--- config.mk ---
export PLATFORM = sky130hd
export DESIGN_NAME = bus_arbiter
export DESIGN_NICKNAME = d
export VERILOG_FILES = /design/src/rtl/bus_arbiter.sv
export SDC_FILE = /design/constraint.sdc
export NUM_CORES = 1
export LEC_CHECK = 0
export ABC_AREA = 1
export CAP_MARGIN = 40
export CORE_AREA = 8 8 117 119
export CTS_CLUSTER_DIAMETER = 120
export DETAILED_ROUTE_END_ITERATION = 6
export DIE_AREA = 0 0 125 127
export PLACE_DENSITY = 0.74
export SLEW_MARGIN = 5
export SYNTH_ARGS = -nofsm -noshare
export SYNTH_HDL_FRONTEND = slang
export SYNTH_SLANG_ARGS = --single-unit
--- constraint.sdc ---
create_clock -name clk -period 1.9 [get_ports clk]
set_clock_uncertainty 0.05 [all_clocks]
set_input_delay 0.285 -clock clk [delete_from_list [all_inputs] [get_ports clk]]
set_output_delay 0.285 -clock clk [all_outputs]
set_load 0.03 [all_outputs]
--- src/rtl/bus_arbiter.sv ---
// bus_arbiter: two-master, one-slave arbiter in front of a single-port RAM.
// Ownership is held in a registered three-state FSM (IDLE/OWN0/OWN1).
// Ties are broken by the "last owner" register. A hold counter stops one
// master from owning the bus for more than MAX_HOLD cycles while the other waits.
//
// Handshake: a master raises mN_req and keeps its addr/wdata/wen stable.
// A transfer is accepted in every cycle where mN_req && mN_gnt.
// Only accepted transfers drive s_wen; otherwise it stays 0.
// An accepted read (wen == 0) returns data one cycle later on
// mN_rdata, qualified by mN_rvalid. There is no backpressure on the
// read-response path.
module bus_arbiter #(
  parameter int unsigned MAX_HOLD = 8,
  parameter int unsigned AW       = 32
) (
  input  logic                        clk,
  input  logic                        rst,
  input  logic                        m0_req,
  input  logic                        m1_req,
  input  logic [AW-1:0]               m0_addr,
  input  logic [AW-1:0]               m1_addr,
  input  logic [31:0]                 m0_wdata,
  input  logic [31:0]                 m1_wdata,
  input  logic [3:0]                  m0_wen,
  input  logic [3:0]                  m1_wen,
  output logic                        m0_gnt,
  output logic                        m1_gnt,
  output logic [31:0]                 m0_rdata,
  output logic [31:0]                 m1_rdata,
  output logic                        m0_rvalid,
  output logic                        m1_rvalid,
  output logic [AW-1:0]               s_addr,
  output logic [31:0]                 s_wdata,
  output logic [3:0]                  s_wen,
  input  logic [31:0]                 s_rdata,
  output logic [1:0]                  o_dbg_state,
  output logic                        o_dbg_last,
  output logic [$clog2(MAX_HOLD):0]   o_dbg_hold_cnt
);

  localparam int unsigned HCW = $clog2(MAX_HOLD) + 1;
  localparam logic [HCW-1:0] HOLD_LAST = HCW'(MAX_HOLD - 1);

  typedef enum logic [1:0] {
    IDLE = 2'd0,
    OWN0 = 2'd1,
    OWN1 = 2'd2
  } state_t;

  state_t         r_state;
  state_t         w_nxt_state;
  logic [HCW-1:0] r_hold;
  logic [HCW-1:0] w_nxt_hold;
  logic           r_last;
  logic           r_gnt0;
  logic           r_gnt1;
  logic           r_rd_pend0;
  logic           r_rd_pend1;

  // Next-state and hold-counter decision from the current owner and both requests
  always_comb begin
    w_nxt_state = r_state;
    w_nxt_hold  = r_hold;
    case (r_state)
      IDLE: begin
        if (m0_req && m1_req)  w_nxt_state = r_last ? OWN0 : OWN1;
        else if (m0_req)       w_nxt_state = OWN0;
        else if (m1_req)       w_nxt_state = OWN1;
      end
      OWN0: begin
        if (!m0_req)                 w_nxt_state = m1_req ? OWN1 : IDLE;
        else if (!m1_req)            w_nxt_hold  = '0;
        else if (r_hold == HOLD_LAST) w_nxt_state = OWN1;
        else                         w_nxt_hold  = r_hold + 1'b1;
      end
      OWN1: begin
        if (!m1_req)                 w_nxt_state = m0_req ? OWN0 : IDLE;
        else if (!m0_req)            w_nxt_hold  = '0;
        else if (r_hold == HOLD_LAST) w_nxt_state = OWN0;
        else                         w_nxt_hold  = r_hold + 1'b1;
      end
      default: w_nxt_state = IDLE;
    endcase
    // Every ownership change starts a fresh hold window
    if (w_nxt_state != r_state) w_nxt_hold = '0;
  end

  // Arbitration FSM with registered grants and last-owner tracking
  always_ff @(posedge clk or posedge rst) begin
    if (rst) begin
      r_state <= IDLE;
      r_hold  <= '0;
      r_last  <= 1'b1;
      r_gnt0  <= 1'b0;
      r_gnt1  <= 1'b0;
    end else begin
      r_state <= w_nxt_state;
      r_hold  <= w_nxt_hold;
      r_gnt0  <= (w_nxt_state == OWN0);
      r_gnt1  <= (w_nxt_state == OWN1);
      if (w_nxt_state != r_state && w_nxt_state != IDLE)
        r_last <= (w_nxt_state == OWN1);
    end
  end

  // Remember which master had a read accepted so the response is routed back to it
  always_ff @(posedge clk or posedge rst) begin
    if (rst) begin
      r_rd_pend0 <= 1'b0;
      r_rd_pend1 <= 1'b0;
    end else begin
      r_rd_pend0 <= r_gnt0 && m0_req && (m0_wen == 4'd0);
      r_rd_pend1 <= r_gnt1 && m1_req && (m1_wen == 4'd0);
    end
  end

  // Slave-side mux: only the owner reaches the RAM, and wen only while it requests
  always_comb begin
    s_addr  = '0;
    s_wdata = '0;
    s_wen   = '0;
    if (r_gnt0) begin
      s_addr  = m0_addr;
      s_wdata = m0_wdata;
      s_wen   = m0_req ? m0_wen : 4'd0;
    end else if (r_gnt1) begin
      s_addr  = m1_addr;
      s_wdata = m1_wdata;
      s_wen   = m1_req ? m1_wen : 4'd0;
    end
  end

  assign m0_gnt    = r_gnt0;
  assign m1_gnt    = r_gnt1;
  assign m0_rvalid = r_rd_pend0;
  assign m1_rvalid = r_rd_pend1;
  assign m0_rdata  = r_rd_pend0 ? s_rdata : 32'd0;
  assign m1_rdata  = r_rd_pend1 ? s_rdata : 32'd0;

  assign o_dbg_state    = r_state;
  assign o_dbg_last     = r_last;
  assign o_dbg_hold_cnt = r_hold;

endmodule

* Yosys cells after proc, flatten, opt, wreduce, memory -nomap -nowiden *
Cells that the tools add are included.

word-level totals
  ROM bits = 0
  memory bits (writable) = 0
  memories = 0
  register bits after elaboration = 11
  bits in latches = 0

operators by class
  bitwise logic cells = 0
  reductions and logical operators = 12
  multiply operators = 0
  $lt $le $gt $ge = 0
  mux-type cells = 30
  shift operators = 0
  add/subtract/negate cells = 1
  equal/unequal tests = 8
  div/mod/pow operators = 0

operators with widths
  operator                                                         count
  32-bit 2-to-1 mux                                                6
  4-bit 2-to-1 mux                                                 10
  2-bit 2-to-1 mux                                                 11
  4-bit zero test                                                  2
  4-bit one-hot mux with 2 select lines                            1
  1-bit logical AND                                                6
  3-bit != test, second input constant                             2
  2-bit one-hot mux with 3 select lines                            1
  4-bit by 1-bit adder with 4-bit output, second input constant    1
  2-bit by 1-bit == test with 1-bit output, second input constant  2
  2-bit == test, second input constant                             2
  4-bit by 3-bit == test with 1-bit output, second input constant  1
  3-bit AND reduction                                              1
  3-bit nonzero test                                               1
  2-bit zero test                                                  1
  2-bit != test                                                    1
  2-bit nonzero test                                               1
  1-bit 2-to-1 mux                                                 1

* Depth between registers and ports, before layout *
Gate-level depths: netlist of the first run.

  depth after elaboration = 8
  mapped depth = 10
  gate-level depth less buffers = 10

* Worst setup path before layout of the first run *
No wires, ideal clock.

  path type = flip-flop to output port
  from = register r_gnt0, in the netlist m0_gnt
  to = output s_wen[0]
  required time = 1.565 ns
  setup slack = -0.080 ns
  cell stages (with the launch flop) = 6
  data arrival time = 1.645 ns
  path through = dfrtp_1 -> clkbuf_1 -> inv_1 -> buf_2 -> nand2_1 -> o21ai_0

on the way
  longest elaborated chain between the ends = 1

ends and longest elaborated chain
  element                 line  RTL
  from (decl)             55    logic r_gnt0;
  from (signal assigned)  99    r_gnt0 <= (w_nxt_state == OWN0);
  4-bit 2-to-1 mux        122   if (r_gnt0) begin
  to (decl)               34    output logic [3:0] s_wen,

No other way between the ends.

* Final worst setup path of the first run *
  from = register r_hold[2], in the netlist o_dbg_hold_cnt[2]
  to = output o_dbg_hold_cnt[2]

RTL lines
  element                 line  RTL
  from (decl)             52    logic [HCW-1:0] r_hold;
  from (signal assigned)  98    r_hold <= w_nxt_hold;
  to (decl)               38    output logic [$clog2(MAX_HOLD):0] o_dbg_hold_cnt

No word-level cell between the ends.

==> out/results.txt, run 1 <==
wire per inst -> 15.73 um
cts repair resizes -> 0
Worst Hold Class -> input pin to async pin
Finished Cell Area -> 5484 um^2
vias per std cell -> 4.196
worst setup slack after placement -> 10.66 ps
count of final max-slew check failures -> 0
number of global-route vias before repair -> 3,673
cell-by-cell trace of the critical path -> clkdlybuf4s50_1
minimum clock period -> 1802 ps
number of standard cells after synthesis -> 461
power per cell area -> 1086 nW/um^2
effective utilization at floorplan -> 0.1933
filler cell count -> 1,228
height of the chip -> 127 um
area enclosed by the die boundary -> 15,880 um^2
Post-DRT Antenna Nets -> 0
top library cells by usage in the layout, fill and taps aside -> sky130_fd_sc_hd__nand2_1, sky130_fd_sc_hd__clkdlybuf4s50_1, sky130_fd_sc_hd__buf_4
pin count of the biggest net entering global routing -> 40
# rows -> 40
number of vias in the routed layout -> 3,797
Setup violations, final -> 0
CP bufs+invs -> 1
maximum vdd drop -> 0.0006040 V
hold buffer count at cts -> 0
slowest library cell on the worst path -> sky130_fd_sc_hd__clkdlybuf4s50_1
critical path type -> flop to output pin
average cell area after synthesis -> 4.953 um^2
area of combinational cells with multiple inputs -> 1558 um^2
launching instance or port of the critical path -> o_dbg_hold_cnt[2]
CTS Buffer Depth -> 2
Boundary Pins -> 315
total track usage -> 0.1668
result of the run -> complete, no violations
antenna violations before repair -> 0
startpoint types -> flop
CTS buffer count -> 3
slew at the pin closest to its max-slew limit -> 428.6 ps
CP max stage delay -> 730 ps
kind of end point of the critical path -> output pin
worst flop-to-flop path startpoint -> o_dbg_hold_cnt[0]
HPWL reported at the end of detailed placement -> 12,120 um
placed insts -> 901
synthesized net count -> 634
core area -> 11,810 um^2
most common library cell in the layout ignoring fill and taps -> sky130_fd_sc_hd__nand2_1
highest attainable clock frequency -> 554.8 MHz
number of nets at the end of the flow -> 932
Area Overhead vs Synth -> 140.2%
Area after DPL -> 5395 um^2
Relative slew margins -> 0.7117
post-CTS setup buffer count -> 0
number of remaining DRC errors -> 0
netlist area before placement -> 2283 um^2
diode count -> 0
unrepaired setup endpoints after global routing -> true
clock root buffer -> sky130_fd_sc_hd__clkbuf_16
H-tree levels -> 1
sum of routed wire length over all layers -> 14,230 um
Sinks on Clock Net -> 11
x dimension of the die -> 125 um
count of warnings emitted by yosys -> 0
required time of the critical path -> 1560 ps
final cell count without fillers -> 905
worst-case setup margin in the final layout -> 97.53 ps
critical path peak fanout -> 8
leak pwr -> 3.186 nW
clock latency reported for the late side of the worst-skew pair -> 230 ps
detailed router's first-iteration violation count -> 189
TritonCTS clock tree -> done
number of library cell types mapped by synthesis -> 29
clock-pin transition on the worst setup and hold timing paths -> 40 ps
fin crit share -> 0.9487
number of max-capacitance violations reported -> 0
Final Hold Violating Endpoints -> 0
TritonRoute pass-1 iters -> 4
kind of cell adding the most delay to the critical path -> buffers and inverters
first-pass GRT wire length -> 21,390 um
routability-driven placement congestion ratio -> 0.8671
area taken by flip-flops and latches -> 279.0 um^2
flops & latches, synth -> 11
total congestion overflow after global routing -> 0
proportion of layout cells with a drive suffix above 1 -> 0.2361
post-synthesis sequential area ratio -> 0.1211
CP arrival -> 1470 ps
count of buffers inserted at the top-level ports -> 314
==> kinds of logic (layout without fill, tap and decap cells) <==
kind of cell	count (synthesis)	after routing	share of synthesized area
AOI/OAI and AO/OA	10	10	0.03781
xor gates and xnor gates	1	1	0.003836
adders and majority gates	1	1	0.005479
buffers and inverters	112	409	0.1967
DFF	11	11	0.1211
and+or+nand+nor	326	326	0.6351
==> power by group <==
group          total [mW]  leakage (nW)  switching, mW  internal (mW)
sequential          0.403         0.142         0.0958          0.307
combinational        5.18          3.01           3.16           2.02
clock               0.376        0.0382         0.0955          0.281
==> cells in the mapped netlist, drive strengths merged <==
library cell	number	area, um^2
nand3b	1	7.510
ha	1	12.51
nand3	77	395.4
nand2	223	882.1
nor3	5	56.31
o22ai	2	12.51
nor4	2	12.51
and3	1	6.260
nand4	1	12.51
clkbuf	11	41.29
inv	81	304.0
xor2	1	8.760
o21ai	6	41.29
a21oi	2	32.53
buf	20	103.8
dfstp	1	26.28
dfrtp	10	250.2
nor2	16	77.58
==> sequential cells by signal, indices dropped and copies added (netlist names) <==
register and count:
o_dbg_state 2, m0_gnt 1, m0_rvalid 1, o_dbg_last 1, m1_gnt 1, m1_rvalid 1
o_dbg_hold_cnt 4
==> metal layers <==
layer / GRT usage / vias to the layer above / part of all wire
met1: 0.1959 / 1631 / 0.40
met4: 0.02436 / 0 / 0.0077
li1: - / 1974 / -
met5: 0 / - / 0
met3: 0.04784 / 9 / 0.089
met2: 0.3004 / 183 / 0.50
==> stage by stage <==
| stage | hold WS, ps | setup TNS, ps | util | total power, mW |
|---|---|---|---|---|
| detailed placement | 450.2 | 0 | 0.4568 | 5.611 |
| floorplan | 86.72 | -160.9 | - | 3.323 |
| finish | 296.2 | 0 | 0.4643 | 5.955 |
| CTS | 307.5 | 0 | 0.4635 | 6.012 |
| global placement | 448.9 | 0 | 0.4568 | 5.615 |
| global route | 340.1 | -41.54 | 0.4643 | 6.350 |
==> cell type report <==
| class | instances | share of cell area |
|---|---|---|
| clock buffer | 4 | 0.01437 |
| inverter | 81 | 0.05544 |
| multi-input combinational | 338 | 0.2841 |
| sequential | 11 | 0.05088 |
| tap | 147 | 0.03354 |
| timing repair buffer | 324 | 0.5617 |
==> path summary, 6_finish.rpt <==
kind / endpoint / slack (ps) / cells after the start
max: o_dbg_hold_cnt[2] / 100 / 1
min: o_dbg_state[1] / 300 / 2
max reg2reg: o_dbg_hold_cnt[0] / 290 / 8
min reg2reg: o_dbg_last / 450 / 2
max in group asynchronous: o_dbg_last / 1190 / 2
min in group clk: o_dbg_last / 450 / 2
Note: power is estimated with default switching activity, not from simulation.
==> run 2: changes to the inputs <==
--- a/config.mk
+++ b/config.mk
@@ -12,7 +12,8 @@
 export DETAILED_ROUTE_END_ITERATION = 6
 export DIE_AREA = 0 0 125 127
 export PLACE_DENSITY = 0.74
-export SLEW_MARGIN = 5
+export SETUP_SLACK_MARGIN = 0.2
+export SLEW_MARGIN = 15
 export SYNTH_ARGS = -nofsm -noshare
 export SYNTH_HDL_FRONTEND = slang
 export SYNTH_SLANG_ARGS = --single-unit
==> run 2 against run 1 <==
Setup slack improved by 120 ps. Sequential power decreased by 3%. First-iteration DRC count decreased by 4.8%. Critical path depth unchanged. Routed wire length increased by 3.9%. Global-route usage decreased by 0.21 points. Sequential share of layout area decreased by 0.26 points. Critical path type unchanged.
==> out/results.txt, run 2 (same netlist as run 1, synthesis figures left out) <==
H-tree levels -> 1 (unchanged)
unrepaired setup endpoints after global routing -> true (unchanged)
CP arrival -> 1340 ps (was 1470 ps)
startpoint types -> flop (unchanged)
vias per std cell -> 4.168 (was 4.196)
number of vias in the routed layout -> 3,814 (was 3,797)
Sinks on Clock Net -> 11 (unchanged)
leak pwr -> 3.338 nW (was 3.186 nW)
slowest library cell on the worst path -> sky130_fd_sc_hd__clkdlybuf4s50_1 (unchanged)
clock-pin transition on the worst setup and hold timing paths -> 40 ps (about the same)
switching component of the power -> 3.530 mW (was 3.350 mW)
Clk network pwr share -> 0.057 (was 0.063)
critical path type -> flop to output pin (unchanged)
diode count -> 0 (unchanged)
worst setup slack after placement -> 149.6 ps (was 10.66 ps)
Crit path depth -> 1 (unchanged)
pin count of the biggest net entering global routing -> 50 (was 40)
number of max-capacitance violations reported -> 0 (unchanged)
area enclosed by the die boundary -> 15,880 um^2 (unchanged)
clock latency reported for the late side of the worst-skew pair -> 230 ps (about the same)
result of the run -> complete, no violations (unchanged)
Final Hold Violating Endpoints -> 0 (unchanged)
TritonRoute pass-1 iters -> 4 (unchanged)
power per cell area -> 1126 nW/um^2 (was 1086 nW/um^2)
Sum Neg Setup Slack -> 0 ps (unchanged)
first-pass GRT wire length -> 21,220 um (was 21,390 um)
Post-DRT Antenna Nets -> 0 (unchanged)
worst flop-to-flop path startpoint -> o_dbg_hold_cnt[0] (unchanged)
internal power contribution -> 2.976 mW (was 2.605 mW)
worst-case setup margin in the final layout -> 221.5 ps (was 97.53 ps)
required time of the critical path -> 1560 ps (about the same)
highest attainable clock frequency -> 595.8 MHz (was 554.8 MHz)
Worst R2R Setup Slack -> 310 ps (was 290 ps)
reg2reg end -> o_dbg_hold_cnt[1] (was o_dbg_hold_cnt[0])
critical path peak fanout -> 4 (was 8)
fin crit share -> 0.8834 (was 0.9487)
most common library cell in the layout ignoring fill and taps -> sky130_fd_sc_hd__nand2_1 (unchanged)
minimum clock period -> 1679 ps (was 1802 ps)
filler cell count -> 1,203 (was 1,228)
Relative slew margins -> 0.7400 (was 0.7117)
number of nets at the end of the flow -> 942 (was 932)
share of total power in sequential cells -> 0.060 (was 0.068)
CTS Buffer Depth -> 2 (unchanged)
sum of routed wire length over all layers -> 14,780 um (was 14,230 um)
count of buffers inserted at the top-level ports -> 314 (unchanged)
proportion of layout cells with a drive suffix above 1 -> 0.2526 (was 0.2361)
number of cells traversed by the worst register-to-register path -> 8 (unchanged)
switching fraction of total power -> 0.5425 (was 0.5626)
antenna violations before repair -> 0 (unchanged)
hold buffer count at cts -> 0 (unchanged)
kind of cell adding the most delay to the critical path -> buffers and inverters (unchanged)
total track usage -> 0.1648 (was 0.1668)
core occupancy in the finished layout -> 0.4893 (was 0.4643)
CP bufs+invs -> 1 (unchanged)
Area Overhead vs Synth -> 153.1% (was 140.2%)
core area -> 11,810 um^2 (unchanged)
wire per inst -> 16.16 um (was 15.73 um)
height of the chip -> 127 um (unchanged)
slew at the pin closest to its max-slew limit -> 389.6 ps (was 428.6 ps)
number of remaining DRC errors -> 0 (unchanged)
clock root buffer -> sky130_fd_sc_hd__clkbuf_16 (unchanged)
HPWL reported at the end of detailed placement -> 11,940 um (was 12,120 um)
effective utilization at floorplan -> 0.1933 (unchanged)
total congestion overflow after global routing -> 0 (unchanged)
detailed router's first-iteration violation count -> 180 (was 189)
number of global-route vias before repair -> 3,620 (was 3,673)
kind of end point of the critical path -> output pin (unchanged)
Boundary Pins -> 315 (unchanged)
CTS buffer count -> 3 (unchanged)
Largest register FFs -> 4 (unchanged)
CP max stage delay -> 700 ps (was 730 ps)
cell-by-cell trace of the critical path -> clkdlybuf4s50_1 (unchanged)
count of final max-slew check failures -> 0 (unchanged)
Worst Hold Class -> input pin to async pin (unchanged)
# rows -> 40 (unchanged)
Setup violations, final -> 0 (unchanged)
routability-driven placement congestion ratio -> 0.8368 (was 0.8671)
TritonCTS clock tree -> done (unchanged)
top library cells by usage in the layout, fill and taps aside -> sky130_fd_sc_hd__nand2_1, sky130_fd_sc_hd__clkdlybuf4s50_1, sky130_fd_sc_hd__buf_4 (unchanged)
x dimension of the die -> 125 um (unchanged)
maximum vdd drop -> 0.0005605 V (was 0.0006040 V)
Logic pwr share -> 0.883 (was 0.869)
[run 2: changes by cell type in the layout (fill, tap and decap cells not counted), sizes merged]
| cell | before | now |
|---|---|---|
| buf | 144 | 152 |
| clkbuf | 4 | 7 |
| clkdlybuf4s50 | 179 | 173 |
| clkinv | 0 | 1 |
| dlygate4sd2 | 0 | 4 |
| dlymetal6s2s | 1 | 2 |
| inv | 81 | 80 |
[run 2: how the worst max path moves through the flow]
stage	start	endpoint	slack, ps
4_1_cts	m0_gnt	s_wen[2]	180
3_3_place_gp	m0_req	o_dbg_hold_cnt[0]	180
6_report	m1_gnt	m1_gnt	220
3_5_place_dp	m0_req	o_dbg_hold_cnt[1]	150
5_1_grt	m0_gnt	s_addr[27]	180
2_1_floorplan	m0_gnt	s_wen[2]	100
[run 2: power by group through the flow]
| stage | sequential, mW | combinational (mW) | clock [mW] |
|---|---|---|---|
| global route | 0.396 | 6.09 | 0.388 |
| floorplan | 0.467 | 2.86 | 0 |
| global placement | 0.378 | 5.43 | 0 |
| detailed placement | 0.380 | 5.42 | 0 |
| finish | 0.390 | 5.74 | 0.371 |
| CTS | 0.382 | 5.52 | 0.378 |
[run 2: area by class of cell]
cell class              count  area, um^2  share of cell area
clock buffers               4       78.83             0.01364
repair buffers            334        3359              0.5813
multi-input cells         338        1569              0.2715
inverters                  81       309.0             0.05347
flip-flops and latches     11       279.0             0.04828
well taps                 147       183.9             0.03183
[run 2: repair_timing]
action / in CTS / in global routing
buffers inserted: 0 / 4
cloned: 1 / 4
pin swaps: 0 / 0
gates resized for setup: 7 / 11
setup endpoints to repair: 63 / 60
endpoints found under the hold margin: 0 / 0
[run 2: routing by layer]
metal	vias to the layer above	wire length, um	global-route usage
li1	1995	-	-
met1	1630	5925	0.1961
met2	185	7519	0.2956
met3	4	1268	0.04534
met4	0	70	0.02221
met5	-	0	0
[run 2: metrics by stage]
| stage | total power [mW] | hold WS, ps | cell area (um^2) | std cells |
|---|---|---|---|---|
| after floorplan | 3.328 | 86.72 | 2285 | 461 |
| final | 6.506 | 288.2 | 5779 | 915 |
| after CTS | 6.279 | 299.0 | 5620 | 907 |
| after detailed placement | 5.803 | 444.5 | 5513 | 902 |
| after global routing | 6.871 | 339.3 | 5779 | 915 |
| after global placement | 5.805 | 445.7 | 5513 | 902 |
